$ cat src/rtl/multicycle_control_fsm.sv
// rtl/multicycle_control_fsm.sv - RV32I multi-cycle control FSM with memory timeout.
// Optional ILLEGAL_TRAP_EN: unknown opcodes halt and raise the sticky illegal flag.
module multicycle_control_fsm #(
  parameter int MEM_TIMEOUT = 16
) (
  input  logic       clk,
  input  logic       rst_n,
  input  logic [6:0] opcode,
  input  logic [2:0] func3,
  input  logic       zero,
  input  logic       lt,
  input  logic       ltu,
  input  logic       mem_ready,
  output logic       ir_write,
  output logic       pc_write,
  output logic       adr_src,
  output logic       mem_read,
  output logic       mem_write,
  output logic       reg_write,
  output logic [1:0] alu_src_a,
  output logic [1:0] alu_src_b,
  output logic [1:0] alu_op,
  output logic [1:0] result_src,
  output logic [3:0] state_o,
  output logic       halted,
`ifdef ILLEGAL_TRAP_EN
  output logic       illegal,
`endif
  output logic       bus_err
);

  localparam logic [3:0] S_FETCH  = 4'd0,  S_DECODE = 4'd1,  S_MEMADR = 4'd2,  S_MEMRD  = 4'd3;
  localparam logic [3:0] S_MEMWB  = 4'd4,  S_MEMWR  = 4'd5,  S_EXER   = 4'd6,  S_EXEI   = 4'd7;
  localparam logic [3:0] S_ALUWB  = 4'd8,  S_BRANCH = 4'd9,  S_JAL    = 4'd10, S_JALR   = 4'd11;
  localparam logic [3:0] S_LINK   = 4'd12, S_LUI    = 4'd13, S_AUIPC  = 4'd14, S_HALT   = 4'd15;

  localparam bit TO_EN = (MEM_TIMEOUT > 0);
  localparam int CW    = (MEM_TIMEOUT > 1) ? $clog2(MEM_TIMEOUT) : 1;
  localparam logic [CW-1:0] TO_LAST = CW'(TO_EN ? MEM_TIMEOUT - 1 : 0);

  logic [3:0]    state_q, state_d;
  logic [CW-1:0] cnt_q, cnt_d;
  logic          bus_err_q, bus_err_d;
  logic          waiting, timeout, taken;
`ifdef ILLEGAL_TRAP_EN
  logic          illegal_q, illegal_d;
  assign illegal = illegal_q;
`endif

  assign waiting = ((state_q == S_FETCH) || (state_q == S_MEMRD) || (state_q == S_MEMWR)) && !mem_ready;
  assign timeout = TO_EN && waiting && (cnt_q == TO_LAST);

  always_comb begin
    case (func3)
      3'b000:  taken = zero;
      3'b001:  taken = !zero;
      3'b100:  taken = lt;
      3'b101:  taken = !lt;
      3'b110:  taken = ltu;
      3'b111:  taken = !ltu;
      default: taken = 1'b0;
    endcase
  end

  always_comb begin
    state_d   = state_q;
    bus_err_d = bus_err_q;
    cnt_d     = (TO_EN && waiting) ? cnt_q + CW'(1) : '0;
`ifdef ILLEGAL_TRAP_EN
    illegal_d = illegal_q;
`endif
    case (state_q)
      S_FETCH:  if (mem_ready) state_d = S_DECODE;
      S_DECODE: begin
        case (opcode)
          7'b0000011, 7'b0100011: state_d = S_MEMADR;
          7'b0110011: state_d = S_EXER;
          7'b0010011: state_d = S_EXEI;
          7'b1100011: state_d = S_BRANCH;
          7'b1101111: state_d = S_JAL;
          7'b1100111: state_d = S_JALR;
          7'b0110111: state_d = S_LUI;
          7'b0010111: state_d = S_AUIPC;
          default: begin
`ifdef ILLEGAL_TRAP_EN
            state_d   = S_HALT;
            illegal_d = 1'b1;
`else
            state_d   = S_FETCH;
`endif
          end
        endcase
      end
      S_MEMADR: state_d = (opcode == 7'b0000011) ? S_MEMRD : S_MEMWR;
      S_MEMRD:  if (mem_ready) state_d = S_MEMWB;
      S_MEMWR:  if (mem_ready) state_d = S_FETCH;
      S_EXER, S_EXEI, S_LUI, S_AUIPC, S_JAL, S_LINK: state_d = S_ALUWB;
      S_MEMWB, S_ALUWB, S_BRANCH: state_d = S_FETCH;
      S_JALR:   state_d = S_LINK;
      default:  state_d = state_q;
    endcase
    // A stalled memory access that runs out of budget abandons the instruction.
    if (timeout) begin
      state_d   = S_HALT;
      bus_err_d = 1'b1;
      cnt_d     = '0;
    end
  end

  always_ff @(posedge clk) begin
    if (!rst_n) begin
      state_q   <= S_FETCH;
      cnt_q     <= '0;
      bus_err_q <= 1'b0;
`ifdef ILLEGAL_TRAP_EN
      illegal_q <= 1'b0;
`endif
    end else begin
      state_q   <= state_d;
      cnt_q     <= cnt_d;
      bus_err_q <= bus_err_d;
`ifdef ILLEGAL_TRAP_EN
      illegal_q <= illegal_d;
`endif
    end
  end

  always_comb begin
    ir_write   = 1'b0;
    pc_write   = 1'b0;
    adr_src    = 1'b0;
    mem_read   = 1'b0;
    mem_write  = 1'b0;
    reg_write  = 1'b0;
    alu_src_a  = 2'b00;
    alu_src_b  = 2'b00;
    alu_op     = 2'b00;
    result_src = 2'b00;
    case (state_q)
      S_FETCH:  begin
        mem_read = 1'b1; alu_src_b = 2'b10; result_src = 2'b10;
        ir_write = mem_ready; pc_write = mem_ready;
      end
      S_DECODE: begin alu_src_a = 2'b01; alu_src_b = 2'b01; end
      S_MEMADR: begin alu_src_a = 2'b10; alu_src_b = 2'b01; end
      S_MEMRD:  begin mem_read = 1'b1; adr_src = 1'b1; end
      S_MEMWB:  begin result_src = 2'b01; reg_write = 1'b1; end
      S_MEMWR:  begin mem_write = 1'b1; adr_src = 1'b1; end
      S_EXER:   begin alu_src_a = 2'b10; alu_op = 2'b10; end
      S_EXEI:   begin alu_src_a = 2'b10; alu_src_b = 2'b01; alu_op = 2'b10; end
      S_ALUWB:  reg_write = 1'b1;
      S_BRANCH: begin alu_src_a = 2'b10; alu_op = 2'b01; pc_write = taken; end
      S_JAL:    begin alu_src_a = 2'b01; alu_src_b = 2'b10; pc_write = 1'b1; end
      S_JALR:   begin alu_src_a = 2'b10; alu_src_b = 2'b01; result_src = 2'b10; pc_write = 1'b1; end
      S_LINK:   begin alu_src_a = 2'b01; alu_src_b = 2'b10; end
      S_LUI:    begin alu_src_a = 2'b11; alu_src_b = 2'b01; end
      S_AUIPC:  begin alu_src_a = 2'b01; alu_src_b = 2'b01; end
      default:  ;
    endcase
    if (!rst_n) begin
      ir_write  = 1'b0;
      pc_write  = 1'b0;
      reg_write = 1'b0;
      mem_read  = 1'b0;
      mem_write = 1'b0;
    end
  end

  assign state_o = state_q;
  assign halted  = (state_q == S_HALT);
  assign bus_err = bus_err_q;

endmodule

$ cat config.mk
export PLATFORM = sky130hd
export DESIGN_NAME = multicycle_control_fsm
export DESIGN_NICKNAME = d
export VERILOG_FILES = /design/src/rtl/multicycle_control_fsm.sv
export SDC_FILE = /design/constraint.sdc
export NUM_CORES = 1
export LEC_CHECK = 0
export ABC_AREA = 1
export CAP_MARGIN = 20
export CORE_MARGIN = 5
export CORE_UTILIZATION = 46
export CTS_BUF_LIST = sky130_fd_sc_hd__clkbuf_8
export DETAILED_ROUTE_END_ITERATION = 10
export DONT_BUFFER_PORTS = 1
export SLEW_MARGIN = 20
export SYNTH_ARGS = -nofsm -noshare
export SYNTH_HDL_FRONTEND = slang
export SYNTH_SLANG_ARGS = --single-unit
$ cat constraint.sdc
create_clock -name clk -period 3.99 [get_ports clk]
set_clock_uncertainty 0.15 [all_clocks]
set_input_delay 0.5985 -clock clk [delete_from_list [all_inputs] [get_ports clk]]
set_output_delay 0.5985 -clock clk [all_outputs]
set_load 0.01 [all_outputs]
==> summary.txt, run 1 <==
STA
  • Pins Over Slew Limit: 0
  • Final Hold Vio Count: 0
  • F_max: 438 MHz
  • # setup viols final: 0
  • Final period util: 57.3%
  • Final TNS setup: 0 ns
  • RSZ-0062 raised after global routing: false
  • Least-Margin Pin Slew: 0.412 ns
  • Slew HR: 72.2%
  • Fin crit period: 2.28 ns

Die
  • Full die area: 2800 sq um
  • Starting Density: 48.5%
  • Row cnt: 15
  • Die Span X: 52.9 microns
  • Top-Level Pins: 36
  • DIE HEIGHT: 52.9 microns
  • Core footprint: 1750 sq um

Power
  • Sw Ratio: 51.8%
  • Leak Pwr: 0.482 nW
  • PwrDens: 614 nW/um^2
  • Combinational Power Share: 56.0%
  • Seq pwr share: 26.5%
  • Power, Total: 0.000566 W
  • Clk pwr share: 17.6%
  • Pint: 0.000273 W
  • Max VDD drop: 0.338 mV
  • Net load switching power: 0.000293 W

Routing
  • # DRC: 0
  • Vias after detailed routing: 918
  • DRT iter0 DRCs: 17
  • Post-DR vias/cell: 5.07
  • Drt wl/cell: 11.2 microns
  • First drt pass iteration count: 4
  • ANT nets after route: 0
  • Final WL: 2030 microns

Final layout
  • N_diodes: 0
  • Nets: 174
  • Filler instances: 197
  • Final Non-Filler Cells: 181
  • Area of the multi-input gates: 564 sq um
  • Reg area: 180 sq um
  • Layout area overhead: 9.02%
  • Share of cells above drive strength 1: 13.5%

Logic synthesis
  • Yosys warns: 0
  • Async SR Flop Fraction: 0%
  • Synth top area cells: dfxtp_1 (21%), nor2_1 (16%), nand2_1 (15%)
  • Syn_nets: 169
  • Largest area contributor in the netlist: dfxtp_1
  • Post-synth top cells: nor2_1 (35), nand2_1 (33), inv_1 (21), nand3_1 (13), dfxtp_1 (9)
  • Synth unique cells: 25
  • Gate count after technology mapping: 152
  • Number of synthesized register bits: 9
  • Post-synthesis sequential area ratio: 21.3%
  • Synth top area share: 21.3%
  • Syn avg cell area: 5.56 sq um
  • Post-synth EDFFs: 0
  • Count leader, synth: nor2_1
  • Mapped Area: 846 sq um
  • Predominant post-synthesis flop cell: dfxtp_1

Placed design
  • DP HPWL: 1740 microns
  • Placed Cells incl. Taps: 177
  • Routability Congestion: 0.825
  • Port Buffers: 0

Worst setup path
  • Crit path kind: flip-flop to output port
  • CP Max Fanout: 6
  • Worst EP arrival: 1.54 ns
  • CP peak stage delay: 0.51 ns
  • Crit end category: output port
  • Worst path most repeated cell: nor2_1
  • Startpoint Class: flip-flop
  • Crit path max-delay cell type: dfxtp_1
  • Worst path top cell family by delay: simple AND/OR/NAND/NOR gates
  • Worst-path cell chain: inv_2, nor2_2, inv_1, nor2_1, a21oi_1, nor2_1
  • Worst Path Buf+Inv: 2
  • Required time of the critical path: 3.24 ns

Clock tree
  • CTS Buf Count: 3
  • Worst-skew pair later-pin latency: 0.23 ns
  • Clock transition at path regs: 0.04 ns
  • CTS tree: done
  • Post_cts resized: 0
  • CTS root buf: clkbuf_8
  • Hold_buf cts: 0
  • CTS Sinks: 9
  • Clock buffer depth: 2
  • Post-CTS Setup Bufs: 0
  • # H-tree levels: 1

GRT
  • Total GRT Usage: 16.4%
  • Number of global-route vias before repair: 845
  • Grt ovf: 0
  • Largest net degree at the start of global routing: 9
  • Initial antenna violation count: 0
  • Global-route wire length before repair: 3450 microns

Flow run
  • Max-cap viol count: 0

Min path
  • Hold Crit Class: flip-flop to flip-flop

Outcome
  • Outcome: complete, no violations
[cells in the final DEF, fill, tap and decap left out]
| master | n |
|---|---|
| o21a_1 | 1 |
| nand2_2 | 4 |
| o211ai_1 | 1 |
| nand3b_1 | 1 |
| nand4_1 | 2 |
| o21ai_1 | 1 |
| a21oi_1 | 6 |
| clkbuf_8 | 3 |
| dfxtp_1 | 9 |
| xor2_1 | 2 |
| nand3_1 | 13 |
| nand3_2 | 2 |
| inv_4 | 1 |
| nor3_1 | 2 |
| nand2_4 | 2 |
| inv_2 | 3 |
| or2_2 | 1 |
| inv_1 | 22 |
| ha_1 | 1 |
| xnor2_1 | 1 |
| a31oi_1 | 1 |
| nand2_1 | 33 |
| o21ai_0 | 4 |
| nor2_1 | 35 |
| nor2_2 | 4 |
| clkinv_2 | 1 |
[cell families after synthesis]
kind of cell | count (synthesis) | synth area share [%]
AND/OR/NAND/NOR | 99 | 53.1
buffers and inverters | 26 | 12.0
AO/OA/AOI/OAI | 14 | 9.02
flip-flops | 9 | 21.3
XOR/XNOR | 3 | 3.11
adder cells (fa/ha/maj) | 1 | 1.48
[worst register-to-register path: cells and delay by family (launching register included)]
kind	cells	cell delay (ns)
and+or+nand+nor	7	0.57
DFF	1	0.50
buffers and inverters	4	0.25
[final cells by class]
class	instances	share of cell area, %
inverters	26	11.0
multi-input cells	117	61.2
clock inverters	1	0.407
clock buffers	3	4.48
flip-flops and latches	9	19.5
well taps	25	3.39
[power groups by stage]
stage                     clock (W)  combinational, W  sequential (W)
final                     0.0000996          0.000317        0.000150
after global routing       0.000113          0.000358        0.000154
after CTS                  0.000103          0.000321        0.000149
after detailed placement          0          0.000320        0.000151
after global placement            0          0.000316        0.000150
after floorplan                   0          0.000272        0.000143
[registers in the layout, summed over array words and instances (netlist names)]
register  cells
cnt_q         4
bus_err       1
state_o       4
[layer usage]
metal  up-vias  GRT usage [%]  part of all wire [%]
met5         -              0                     0
met4         0           6.38                  0.39
met3         2           3.94                   8.1
met2        29           28.3                    47
met1       405           19.4                    45
li1        482              -                     -
[stage by stage]
step | instance area [sq um] | setup WS, ns | hold slack (ns) | util [%]
3_3_place_gp | 877 | 1.97 | 0.286 | 50.3
3_5_place_dp | 877 | 1.94 | 0.294 | 50.3
5_1_grt | 922 | 1.57 | 0.330 | 52.8
6_report | 922 | 1.71 | 0.297 | 52.8
4_1_cts | 922 | 1.69 | 0.301 | 52.8
2_1_floorplan | 846 | 2.07 | 0.268 | -
[path summary, 6_finish.rpt]
check | from | end | slack (ns) | depth (start not counted)
max | state_o[3] | pc_write | 1.71 | 6
min | cnt_q[0] | cnt_q[0] | 0.30 | 1
max reg2reg | state_o[2] | state_o[3] | 2.42 | 11
min reg2reg | cnt_q[0] | cnt_q[0] | 0.30 | 1
Note: power is estimated with default switching activity, not from simulation.
==> run 2, diff against run 1 <==
Clock period 3.99 ns to 2.2 ns, I/O delays scaled along.
==> summary.txt, run 2 (synthesis results as in run 1) <==
GRT
  • Total GRT Usage: 16.2%
  • Initial antenna violation count: 0
  • Global-route wire length before repair: 3430 microns
  • Grt ovf: 0
  • Largest net degree at the start of global routing: 9
  • Number of global-route vias before repair: 850

Final layout
  • Final Util: 52.8%
  • Share of cells above drive strength 1: 13.5%
  • N_diodes: 0
  • Nets: 174
  • Layout area overhead: 9.02%
  • Area of the multi-input gates: 564 sq um
  • Most frequent cells in the layout: nor2_1 (35), nand2_1 (33), inv_1 (22)
  • Reg area: 180 sq um
  • Filler instances: 196
  • Most common cell after layout, fill and taps aside: nor2_1

Routing
  • WL met3: 190 microns
  • Wl on met1: 912 microns
  • Met2 WL: 884 microns
  • DRT iter0 DRCs: 18
  • Final WL: 2000 microns
  • First drt pass iteration count: 4
  • Post-DR vias/cell: 4.99
  • ANT nets after route: 0
  • Drt wl/cell: 11.1 microns
  • Vias after detailed routing: 904
  • Uppermost layer routed: met4
  • # DRC: 0

Die
  • Top-Level Pins: 36
  • Die Span X: 52.9 microns
  • Full die area: 2800 sq um
  • Starting Density: 48.5%
  • Core footprint: 1750 sq um
  • Row cnt: 15
  • DIE HEIGHT: 52.9 microns

Clock tree
  • Clock transition at path regs: 0.04 ns
  • Hold_buf cts: 0
  • CTS Sinks: 9
  • Worst-skew pair later-pin latency: 0.22 ns
  • CTS tree: done
  • CTS root buf: clkbuf_8
  • Post-CTS Setup Bufs: 0
  • Post_cts resized: 0
  • # H-tree levels: 1
  • Clock buffer depth: 2
  • CTS Buf Count: 3

Worst setup path
  • FF-to-FF Start: state_o[2]
  • Startpoint Class: flip-flop
  • Worst path most repeated cell: nor2_1
  • Worst-path cell chain: inv_2, nor2_2, inv_1, nor2_1, a21oi_1, nor2_1
  • Required time of the critical path: 1.72 ns
  • Crit path max-delay cell type: dfxtp_1
  • CP peak stage delay: 0.50 ns
  • Worst R2R Setup Slack: 0.64 ns
  • Worst EP arrival: 1.53 ns
  • CP Max Fanout: 6
  • Crit path kind: flip-flop to output port
  • Reg2reg end: state_o[3]
  • Crit end category: output port
  • Cell count of the worst reg-to-reg path: 11

Placed design
  • Routability Congestion: 0.789
  • DP HPWL: 1690 microns
  • Port Buffers: 0

STA
  • Final TNS setup: 0 ns
  • Least-Margin Pin Slew: 0.389 ns
  • # setup viols final: 0
  • Final period util: 91.4%
  • Slew HR: 73.8%
  • Fin crit period: 2.01 ns
  • Final Hold Vio Count: 0
  • F_max: 498 MHz
  • Pins Over Slew Limit: 0
  • RSZ-0062 raised after global routing: false

Power
  • PwrDens: 1110 nW/um^2
  • Leak Pwr: 0.482 nW
  • Max VDD drop: 0.839 mV

Min path
  • Hold Crit Depth: 2
  • HP Start: rst_n
  • Min-Delay Endpoint: state_o[0]
  • Hold Crit Class: primary input to flip-flop

Outcome
  • Outcome: complete, no violations

Flow run
  • Max-cap viol count: 0
-- run 2: critical path: cells and delay by family (launching register included) --
kind / cells / cell delay [ns]
AND/OR/NAND/NOR: 3 / 0.56
flip-flops: 1 / 0.50
buffers and inverters: 2 / 0.14
AO/OA/AOI/OAI: 1 / 0.11
-- run 2: power by group --
part / total (W) / switching, W / internal (W)
registers: 0.000270 / 0.0000717 / 0.000199
clock network: 0.000179 / 0.0000581 / 0.000121
logic: 0.000574 / 0.000399 / 0.000175
-- run 2: worst max path at each step --
stage          startpoint  endpoint  slack [ns]  cells past startpoint
2_1_floorplan  state_o[3]  pc_write        0.55                      6
3_3_place_gp   state_o[3]  pc_write        0.45                      6
3_5_place_dp   state_o[3]  pc_write        0.42                      6
4_1_cts        state_o[3]  pc_write        0.18                      6
5_1_grt        state_o[3]  pc_write        0.07                      6
6_report       state_o[3]  pc_write        0.19                      6
-- run 2: area by class of cell --
type                            count  area share [%]
Multi-Input combinational cell    117            61.2
Sequential cell                     9            19.5
Inverter                           26            11.0
Clock buffer                        3            4.48
Tap cell                           25            3.39
Clock inverter                      1           0.407
-- run 2: per-stage QoR --
stage | total power, W | hold WS (ns) | instances | cell area [sq um] | setup slack (ns)
after global routing | 0.00113 | 0.0759 | 181 | 922 | 0.0708
final | 0.00102 | 0.0778 | 181 | 922 | 0.190
after floorplan | 0.000753 | 0.268 | 152 | 846 | 0.546
after global placement | 0.000846 | 0.287 | 177 | 877 | 0.446
after CTS | 0.00104 | 0.0735 | 181 | 922 | 0.177
after detailed placement | 0.000853 | 0.297 | 177 | 877 | 0.416
-- run 2: per-layer routing --
metal	GRT usage (%)	vias to the layer above
li1	-	482
met1	19.7	391
met2	27.9	29
met3	3.66	2
met4	5.11	0
met5	0	-
